[config.mk]
export PLATFORM = sky130hd
export DESIGN_NAME = cart_loader
export DESIGN_NICKNAME = d
export VERILOG_FILES = /design/src/rtl/loader_pkg.sv /design/src/rtl/loader_fifo.sv /design/src/rtl/cart_loader.sv
export SDC_FILE = /design/constraint.sdc
export NUM_CORES = 1
export LEC_CHECK = 0
export CAP_MARGIN = 20
export CORE_MARGIN = 2
export CORE_UTILIZATION = 45
export DETAILED_ROUTE_END_ITERATION = 10
export PLACE_DENSITY_LB_ADDON = 0.05
export SETUP_SLACK_MARGIN = 0.15
export SYNTH_ARGS = -nofsm -noshare
export SYNTH_HDL_FRONTEND = slang
export SYNTH_SLANG_ARGS = --single-unit
[constraint.sdc]
create_clock -name clk -period 3.2 [get_ports clk]
set_input_delay 0.64 -clock clk [delete_from_list [all_inputs] [get_ports clk]]
set_output_delay 0.64 -clock clk [all_outputs]
set_load 0.01 [all_outputs]
[src/rtl/loader_pkg.sv]
// Shared definitions for the cartridge/BIOS image loader: FSM encoding and
// default widths used by cart_loader and its stream FIFO.
package loader_pkg;

    localparam int FIFO_DEPTH_DEF = 4;
    localparam int ADDR_W_DEF     = 22;
    localparam int LEN_W_DEF      = 20;

    typedef enum logic [2:0] {
        ST_IDLE   = 3'd0,
        ST_FETCH  = 3'd1,
        ST_ISSUE  = 3'd2,
        ST_WAIT   = 3'd3,
        ST_FINISH = 3'd4
    } state_t;

endpackage

[src/rtl/loader_fifo.sv]
// Small synchronous byte FIFO buffering the incoming image stream.
// Registered read/write pointers plus an occupancy counter; flush empties it.
module loader_fifo
    import loader_pkg::*;
#(
    parameter int DEPTH = FIFO_DEPTH_DEF
) (
    input  logic       clk,
    input  logic       reset_n,
    input  logic       flush,
    input  logic       push,
    input  logic       pop,
    input  logic [7:0] din,
    output logic [7:0] dout,
    output logic       full,
    output logic       empty
);

    localparam int PW = (DEPTH > 1) ? $clog2(DEPTH) : 1;
    localparam int CW = PW + 1;

    logic [7:0]    r_mem [DEPTH];
    logic [PW-1:0] r_wr_ptr;
    logic [PW-1:0] r_rd_ptr;
    logic [CW-1:0] r_count;
    logic          w_do_push;
    logic          w_do_pop;

    assign w_do_push = push & ~full;
    assign w_do_pop  = pop & ~empty;
    assign full      = (r_count == CW'(DEPTH));
    assign empty     = (r_count == {CW{1'b0}});
    assign dout      = r_mem[r_rd_ptr];

    // Storage, pointers and occupancy; pointers wrap naturally (power-of-two depth).
    always_ff @(posedge clk or negedge reset_n) begin
        if (!reset_n) begin
            r_wr_ptr <= {PW{1'b0}};
            r_rd_ptr <= {PW{1'b0}};
            r_count  <= {CW{1'b0}};
            for (int i = 0; i < DEPTH; i++) begin
                r_mem[i] <= 8'h00;
            end
        end else if (flush) begin
            r_wr_ptr <= {PW{1'b0}};
            r_rd_ptr <= {PW{1'b0}};
            r_count  <= {CW{1'b0}};
        end else begin
            if (w_do_push) begin
                r_mem[r_wr_ptr] <= din;
                r_wr_ptr        <= r_wr_ptr + PW'(1'b1);
            end
            if (w_do_pop) begin
                r_rd_ptr <= r_rd_ptr + PW'(1'b1);
            end
            case ({w_do_push, w_do_pop})
                2'b10:   r_count <= r_count + CW'(1'b1);
                2'b01:   r_count <= r_count - CW'(1'b1);
                default: r_count <= r_count;
            endcase
        end
    end

endmodule

[src/rtl/cart_loader.sv]
// Streams a cartridge/BIOS image into SRAM through the memory controller,
// one single-cycle write per byte; passes console reads through when idle.
module cart_loader
    import loader_pkg::*;
#(
    parameter int FIFO_DEPTH = FIFO_DEPTH_DEF,
    parameter int ADDR_W     = ADDR_W_DEF,
    parameter int LEN_W      = LEN_W_DEF
) (
    input  logic              clk,
    input  logic              reset_n,
    input  logic              start,
    input  logic [ADDR_W-1:0] base_addr,
    input  logic [LEN_W-1:0]  length,
    input  logic              in_valid,
    input  logic [7:0]        in_data,
    output logic              in_ready,
    output logic              loading,
    output logic              done,
    output logic [LEN_W-1:0]  bytes_written,
    input  logic              cpu_read_a,
    input  logic              cpu_read_b,
    input  logic [ADDR_W-1:0] cpu_addr,
    output logic              mc_read_a,
    output logic              mc_read_b,
    output logic              mc_write,
    output logic [ADDR_W-1:0] mc_addr,
    output logic [7:0]        mc_din,
    input  logic              mc_busy
);

    localparam logic [LEN_W-1:0] LEN_ONE = LEN_W'(1'b1);

    state_t            r_state;
    state_t            w_next_state;
    logic [ADDR_W-1:0] r_addr;
    logic [LEN_W-1:0]  r_remain;
    logic [LEN_W-1:0]  r_bytes_written;
    logic              w_start;
    logic              w_push;
    logic              w_pop;
    logic              w_full;
    logic              w_empty;
    logic [7:0]        w_head;

    assign w_start  = (r_state == ST_IDLE) & start;
    assign loading  = (r_state == ST_FETCH) | (r_state == ST_ISSUE) | (r_state == ST_WAIT);
    assign done     = (r_state == ST_FINISH);
    assign in_ready = loading & ~w_full;
    assign w_push   = in_valid & in_ready;
    // A write completes on the first non-busy cycle after the controller accepted it.
    assign w_pop    = (r_state == ST_WAIT) & ~mc_busy;
    assign mc_write = (r_state == ST_ISSUE) & ~mc_busy;
    assign mc_din   = w_head;
    assign bytes_written = r_bytes_written;

    loader_fifo #(
        .DEPTH (FIFO_DEPTH)
    ) u_fifo (
        .clk     (clk),
        .reset_n (reset_n),
        .flush   (w_start),
        .push    (w_push),
        .pop     (w_pop),
        .din     (in_data),
        .dout    (w_head),
        .full    (w_full),
        .empty   (w_empty)
    );

    // FSM state register.
    always_ff @(posedge clk or negedge reset_n) begin
        if (!reset_n) begin
            r_state <= ST_IDLE;
        end else begin
            r_state <= w_next_state;
        end
    end

    // Next-state logic.
    always_comb begin
        w_next_state = r_state;
        case (r_state)
            ST_IDLE: begin
                if (start) begin
                    w_next_state = (length == {LEN_W{1'b0}}) ? ST_FINISH : ST_FETCH;
                end else begin
                    w_next_state = ST_IDLE;
                end
            end
            ST_FETCH: begin
                if (!w_empty) begin
                    w_next_state = ST_ISSUE;
                end else begin
                    w_next_state = ST_FETCH;
                end
            end
            ST_ISSUE: begin
                if (!mc_busy) begin
                    w_next_state = ST_WAIT;
                end else begin
                    w_next_state = ST_ISSUE;
                end
            end
            ST_WAIT: begin
                if (!mc_busy) begin
                    w_next_state = (r_remain == LEN_ONE) ? ST_FINISH : ST_FETCH;
                end else begin
                    w_next_state = ST_WAIT;
                end
            end
            ST_FINISH: w_next_state = ST_IDLE;
            default:   w_next_state = ST_IDLE;
        endcase
    end

    // Load address, remaining count and progress counter.
    always_ff @(posedge clk or negedge reset_n) begin
        if (!reset_n) begin
            r_addr          <= {ADDR_W{1'b0}};
            r_remain        <= {LEN_W{1'b0}};
            r_bytes_written <= {LEN_W{1'b0}};
        end else if (w_start) begin
            r_addr          <= base_addr;
            r_remain        <= length;
            r_bytes_written <= {LEN_W{1'b0}};
        end else if (w_pop) begin
            r_addr          <= r_addr + ADDR_W'(1'b1);
            r_remain        <= r_remain - LEN_ONE;
            r_bytes_written <= r_bytes_written + LEN_ONE;
        end
    end

    // Console pass-through only while idle; the loader owns the bus otherwise.
    always_comb begin
        mc_read_a = 1'b0;
        mc_read_b = 1'b0;
        mc_addr   = r_addr;
        if (r_state == ST_IDLE) begin
            mc_read_a = cpu_read_a;
            mc_read_b = cpu_read_b;
            mc_addr   = cpu_addr;
        end else begin
            mc_read_a = 1'b0;
            mc_read_b = 1'b0;
            mc_addr   = r_addr;
        end
    end

endmodule
==> results of run 1 <==
flip-flops by register name, summed over array words and instances, names as in the netlist:
name             flops
u_fifo.r_mem        32
r_state              3
r_addr              22
u_fifo.r_wr_ptr      2
r_remain            20
u_fifo.r_rd_ptr      2
bytes_written       20
u_fifo.r_count       3
logic make-up (layout without fill, tap and decap cells):
family	Yosys count	after routing	synth area share
flops	104	104	0.4623
buf+inv	39	172	0.02845
mux	61	61	0.1378
fa+ha+maj	10	10	0.02356
simple gates	226	226	0.2029
xor+xnor	27	27	0.04201
compound gates	83	83	0.1029
final timing paths:
check                                    end  cells after the start
setup / recovery                 mc_addr[20]                      4
hold / removal             bytes_written[13]                      1
setup reg to reg           u_fifo.r_count[2]                      9
hold reg to reg             u_fifo.r_mem[12]                      1
max in group asynchronous         r_addr[21]                      2
min in group clk            u_fifo.r_mem[12]                      1
cells in the final DEF (no fill, tap or decap), types with 2 or more instances in the layout:
cell / instances
or3_1: 11
a31oi_1: 2
inv_1: 12
o21ai_0: 23
a21oi_1: 11
a32oi_1: 4
inv_8: 2
clkbuf_16: 9
nand2_1: 70
nor4_1: 12
inv_6: 3
clkdlybuf4s50_1: 133
nand3_1: 34
a221o_1: 8
xnor2_1: 10
nand4_1: 14
and2_1: 5
ha_1: 9
xor2_1: 17
and3_1: 8
dfrtp_1: 104
mux2_2: 52
mux4_2: 8
nor3_1: 11
a22oi_1: 8
buf_4: 9
nor2_1: 43
o211ai_1: 13
nand3b_1: 2
where the power goes:
group / switching, mW / leakage (nW) / total, mW / internal (mW)
combinational: 1.17 / 1.59 / 2.72 / 1.55
clock: 0.525 / 0.144 / 1.09 / 0.569
sequential: 0.553 / 1.31 / 2.38 / 1.83
final cells by class:
cell class                 instances  area [um^2]  share of cell area
clock buffer                      10        239.0             0.03198
clock inverter                     6        56.30            0.007535
inverter                          12        45.04            0.006028
multi-input combinational        407         2889              0.3866
sequential                       104         2603              0.3483
tap                              168        210.2             0.02813
timing repair buffer             144         1430              0.1914
layer usage:
layer / routed length [um] / share of wire / up-vias
met5: 0 / 0 / -
met4: 200 / 0.014 / 0
met3: 770 / 0.055 / 12
met2: 6810 / 0.48 / 154
met1: 6268 / 0.45 / 2273
li1: - / - / 2265
timing repair:
item	CTS	global route
setup endpoints to repair	0	15
gates resized for setup	0	1
hold buffers	0	0
==> impl_metrics.json, run 1 <==
{
  "outcome": "completed",
  "cp_num_buf_inv": 2,
  "grt_pass1_vias": 4762,
  "relSlewSlack": 0.4412,
  "tightest_slew_ps": 835.1,
  "routed_wl_um": 14050,
  "drt_iter0_drc": 306,
  "startpoint": "r_state[1]",
  "grt_use_met1": 0.3010,
  "rsz0062_at_grt": "false",
  "place_hpwl_um": 10070,
  "syn_inst": 550,
  "clock_skew_ps": 7.610,
  "cts_buffers": 9,
  "grt_pass1_wl_um": 23570,
  "crit_path_top_delay_cell": "dfrtp_1",
  "setup_tns_ps": 0,
  "hold_viol_final": 0,
  "gr-total-overflow": 0,
  "cp.required_ps": 2560,
  "cap_violations": 0,
  "p_total_mw": 6.192,
  "vias": 4704,
  "drc": 0,
  "dieWidth_um": 115.8,
  "yosysMostFrequentCell": "dfrtp_1",
  "path_class": "flop to output pin",
  "fmax_ghz": 0.3476,
  "ys_types": 57,
  "synth_area_leaders": "dfrtp_1 (46%), mux2_2 (10%), nand2_1 (4.7%)",
  "async_flop_share": 1.000,
  "pin_count": 135,
  "ys.flop_type": "dfrtp_1",
  "fin_crit_ps": 2877,
  "detail-route-antenna-nets": 0,
  "fin_crit_sh": 0.8990,
  "p_leak_nw": 3.040,
  "worst_skew_pair.late_latency_ps": 350,
  "path_cells": "nor3_4 > buf_6 > mux2_2 > clkdlybuf4s50_1",
  "cp-start-kind": "flop",
  "initial_core_util": 0.4648,
  "gp_congestion": 0.7899,
  "dp_slack_ps": 370.8,
  "arrival_ps": 2240,
  "synth-seq-area-share": 0.4623,
  "finalSetupViolCount": 0,
  "cp-end-kind": "output pin",
  "reg2reg_slack_ps": 420,
  "stdcell_count": 851,
  "antenna_found_initial": 0,
  "min-delay-path-class": "input port to asynchronous set/reset pin",
  "synth_commonest_cells": "dfrtp_1 (104), nand2_1 (70), mux2_2 (52)",
  "hold_slack_ps": 325.5,
  "synth_edf_count": 0,
  "vias_per_cell": 5.528,
  "post-route-util": 0.6169,
  "p_per_area_nw_per_um2": 828.7,
  "worst-path-max-fanout": 27,
  "grt_use_total": 0.2224,
  "cts_root_buf": "clkbuf_16",
  "ctsLongestPathBuffers": 2,
  "synthesis.nets": 639,
  "yosys_register_bits": 104,
  "dp_cells": 835,
  "die_h_um": 115.8,
  "met3_usage": 0.04446,
  "cts_tree": "yes",
  "area_growth_pct": 32.74,
  "design_area_um2": 7472,
  "wl_per_cell_um": 16.51,
  "insertedDiodeCount": 0,
  "netlist_area_um2": 5629,
  "reg2reg_from": "r_state[1]",
  "irDropWorstVdd_mv": 0.4441,
  "fill_cells": 1047,
  "synth_top_area_frac": 0.4623,
  "grt_max_degree": 72,
  "clk_pin_slew_worst_paths_ps": 70,
  "die-area_um2": 13420,
  "drive_gt1_frac": 0.1420,
  "busiest_layer": "met2",
  "fin_ws_ps": 323.2,
  "placedInstanceArea_um2": 7173,
  "fp-row-count": 40,
  "htreeDepth": 3,
  "use_met2": 0.3614,
  "clkSinkCount": 104,
  "synth_area_leader_cell": "dfrtp_1",
  "yosys_warnings": 0,
  "core_area_um2": 12110,
  "cp_top_family": "buffers and inverters",
  "slew_viol_final": 0,
  "layout.nets": 767,
  "cp_slowest_stage_delay_ps": 520,
  "post-cts-setup-buffers": 0,
  "port_buffers": 134,
  "drtPass1Iterations": 4,
  "syn-mean-instance-area_um2": 10.23
}
No activity file was read; power rests on OpenSTA's default activity.
==> inputs of run 2 (changes only) <==
--- a/config.mk
+++ b/config.mk
@@ -9,8 +9,10 @@
 export CORE_MARGIN = 2
 export CORE_UTILIZATION = 45
 export DETAILED_ROUTE_END_ITERATION = 10
+export GPL_TIMING_DRIVEN = 0
 export PLACE_DENSITY_LB_ADDON = 0.05
 export SETUP_SLACK_MARGIN = 0.15
+export SKIP_CTS_REPAIR_TIMING = 1
 export SYNTH_ARGS = -nofsm -noshare
 export SYNTH_HDL_FRONTEND = slang
 export SYNTH_SLANG_ARGS = --single-unit
==> constraint.sdc (replaced) <==
create_clock -name clk -period 2.7 [get_ports clk]
set_input_delay 0.54 -clock clk [delete_from_list [all_inputs] [get_ports clk]]
set_output_delay 0.54 -clock clk [all_outputs]
set_load 0.01 [all_outputs]
==> impl_metrics.json, run 2 (same netlist as run 1, synthesis figures left out) <==
{
  "outcome": "completed",
  "layout_commonest_cell": "clkdlybuf4s50_1",
  "initial_core_util": 0.4648,
  "grt_pass1_vias": 4870,
  "fp-row-count": 40,
  "pwr-share-clk": 0.164,
  "regMostFlops": "u_fifo.r_mem",
  "rsz0062_at_grt": "false",
  "vias": 4957,
  "wl_per_cell_um": 17.69,
  "die-area_um2": 13420,
  "final_cell_mix": "clkdlybuf4s50_1 (109), dfrtp_1 (104), nand2_1 (70)",
  "place_hpwl_um": 11240,
  "htreeDepth": 3,
  "gp_congestion": 0.8224,
  "r2r_end": "u_fifo.r_count[2]",
  "r2r_cells": 11,
  "antenna_found_initial": 0,
  "drtPass1Iterations": 5,
  "stdcell_count": 878,
  "min-delay-path-class": "input port to asynchronous set/reset pin",
  "worst-path-max-fanout": 10,
  "die_h_um": 115.8,
  "dp_slack_ps": -451.6,
  "cts_root_buf": "clkbuf_16",
  "cp_num_buf_inv": 3,
  "irDropWorstVdd_mv": 0.4156,
  "p_sw_frac": 0.3670,
  "gr-total-overflow": 0,
  "slew_viol_final": 0,
  "worst_skew_pair.late_latency_ps": 350,
  "grt_use_total": 0.2401,
  "finalSetupViolCount": 0,
  "clk_pin_slew_worst_paths_ps": 70,
  "cts_buffers": 9,
  "grt_max_degree": 54,
  "p_seq_frac": 0.361,
  "arrival_ps": 2760,
  "cts_tree": "yes",
  "hold_viol_final": 0,
  "drt_iter0_drc": 382,
  "cp-end-kind": "flop",
  "cap_violations": 0,
  "fin_crit_ps": 2476,
  "drive_gt1_frac": 0.1690,
  "ctsLongestPathBuffers": 2,
  "crit_path_top_delay_cell": "dfrtp_1",
  "cp.required_ps": 2980,
  "routed_wl_um": 15530,
  "dieWidth_um": 115.8,
  "p_int_mw": 4.765,
  "pin_count": 135,
  "tightest_slew_ps": 715.8,
  "core_area_um2": 12110,
  "detail-route-antenna-nets": 0,
  "reg2reg_from": "r_state[1]",
  "relSlewSlack": 0.5184,
  "dp_cells": 853,
  "clkSinkCount": 104,
  "path_class": "flop to flop",
  "power_switching_mw": 2.762,
  "vias_per_cell": 5.646,
  "p_leak_nw": 3.464,
  "cp_slowest_stage_delay_ps": 370,
  "reg2reg_slack_ps": 220,
  "insertedDiodeCount": 0,
  "drc": 0,
  "fin_ws_ps": 223.9,
  "grt_pass1_wl_um": 24870,
  "cp_top_family": "simple AND/OR/NAND/NOR gates",
  "clock_skew_ps": 6.303,
  "port_buffers": 134,
  "p_per_area_nw_per_um2": 975.2,
  "path_cells": "buf_6 > nor2_1 > a211oi_4 > and2_4 > buf_4 > inv_1 > ha_2 > fa_2 > xnor2_1 > or3_1 > a21oi_1",
  "area_growth_pct": 37.12,
  "reg_top3": "u_fifo.r_mem: 32 flops, r_addr: 22 flops",
  "cp-start-kind": "flop",
  "fin_crit_sh": 0.9171,
  "layout.nets": 795,
  "hold_slack_ps": 220.3,
  "largest_reg_flops": 32,
  "fmax_ghz": 0.4039,
  "comb_power_share": 0.475
}
==> run 2: changes by cell type in the layout (fill, tap and decap cells not counted), moves of 2 or more <==
cell and delta:
buf_4 +4, inv_8 -2, clkbuf_1 +9, buf_6 +4, clkdlybuf4s50_1 -24, inv_6 -3
clkinv_4 +3, dlymetal6s2s_1 +24, buf_2 +8, clkbuf_2 +3
==> run 2: final cells by class <==
cell class,count,area (um^2)
clock buffers,11,242.7
clock inverters,4,31.28
multi-input cells,407,2909
repair buffers,145,1514
fillers,1067,4393
flip-flops and latches,104,2603
well taps,168,210.2
inverters,12,45.04
plain buffers,27,163.9
==> run 2: how the worst max path moves through the flow <==
| stage | slack, ps | cells after the start | from | end |
|---|---|---|---|---|
| floorplan | 220 | 11 | r_state[1] | u_fifo.r_count[2] |
| global placement | -2920 | 1 | reset_n | r_addr[11] |
| detailed placement | -450 | 5 | r_state[2] | mc_addr[9] |
| CTS | -860 | 5 | r_state[2] | mc_addr[9] |
| global route | 130 | 11 | r_state[1] | u_fifo.r_count[2] |
| finish | 220 | 11 | r_state[1] | u_fifo.r_count[2] |
==> run 2: power by group through the flow <==
stage / sequential, mW / clock (mW) / combinational (mW)
final: 2.72 / 1.23 / 3.58
after global routing: 2.80 / 1.32 / 3.90
after CTS: 2.71 / 1.26 / 3.44
after detailed placement: 2.73 / 0 / 3.42
after global placement: 2.69 / 0 / 3.32
after floorplan: 2.58 / 0 / 2.13
==> run 2: stage by stage <==
stage	cell area (um^2)	setup TNS, ps	power, mW	util
finish	7719	0	7.527	0.6373
global route	7719	0	8.026	0.6373
CTS	7485	-18840	7.410	0.6180
detailed placement	7211	-11800	6.157	0.5954
global placement	7186	-313800	6.017	0.5933
floorplan	5634	0	4.705	-
==> run 2: layer usage <==
metal  up-vias  track usage  wire [um]
met5         -            0          0
met4         0      0.06667        235
met3        17      0.05805        946
met2       180       0.4004       7577
met1      2441       0.3143       6768
li1       2319            -          -
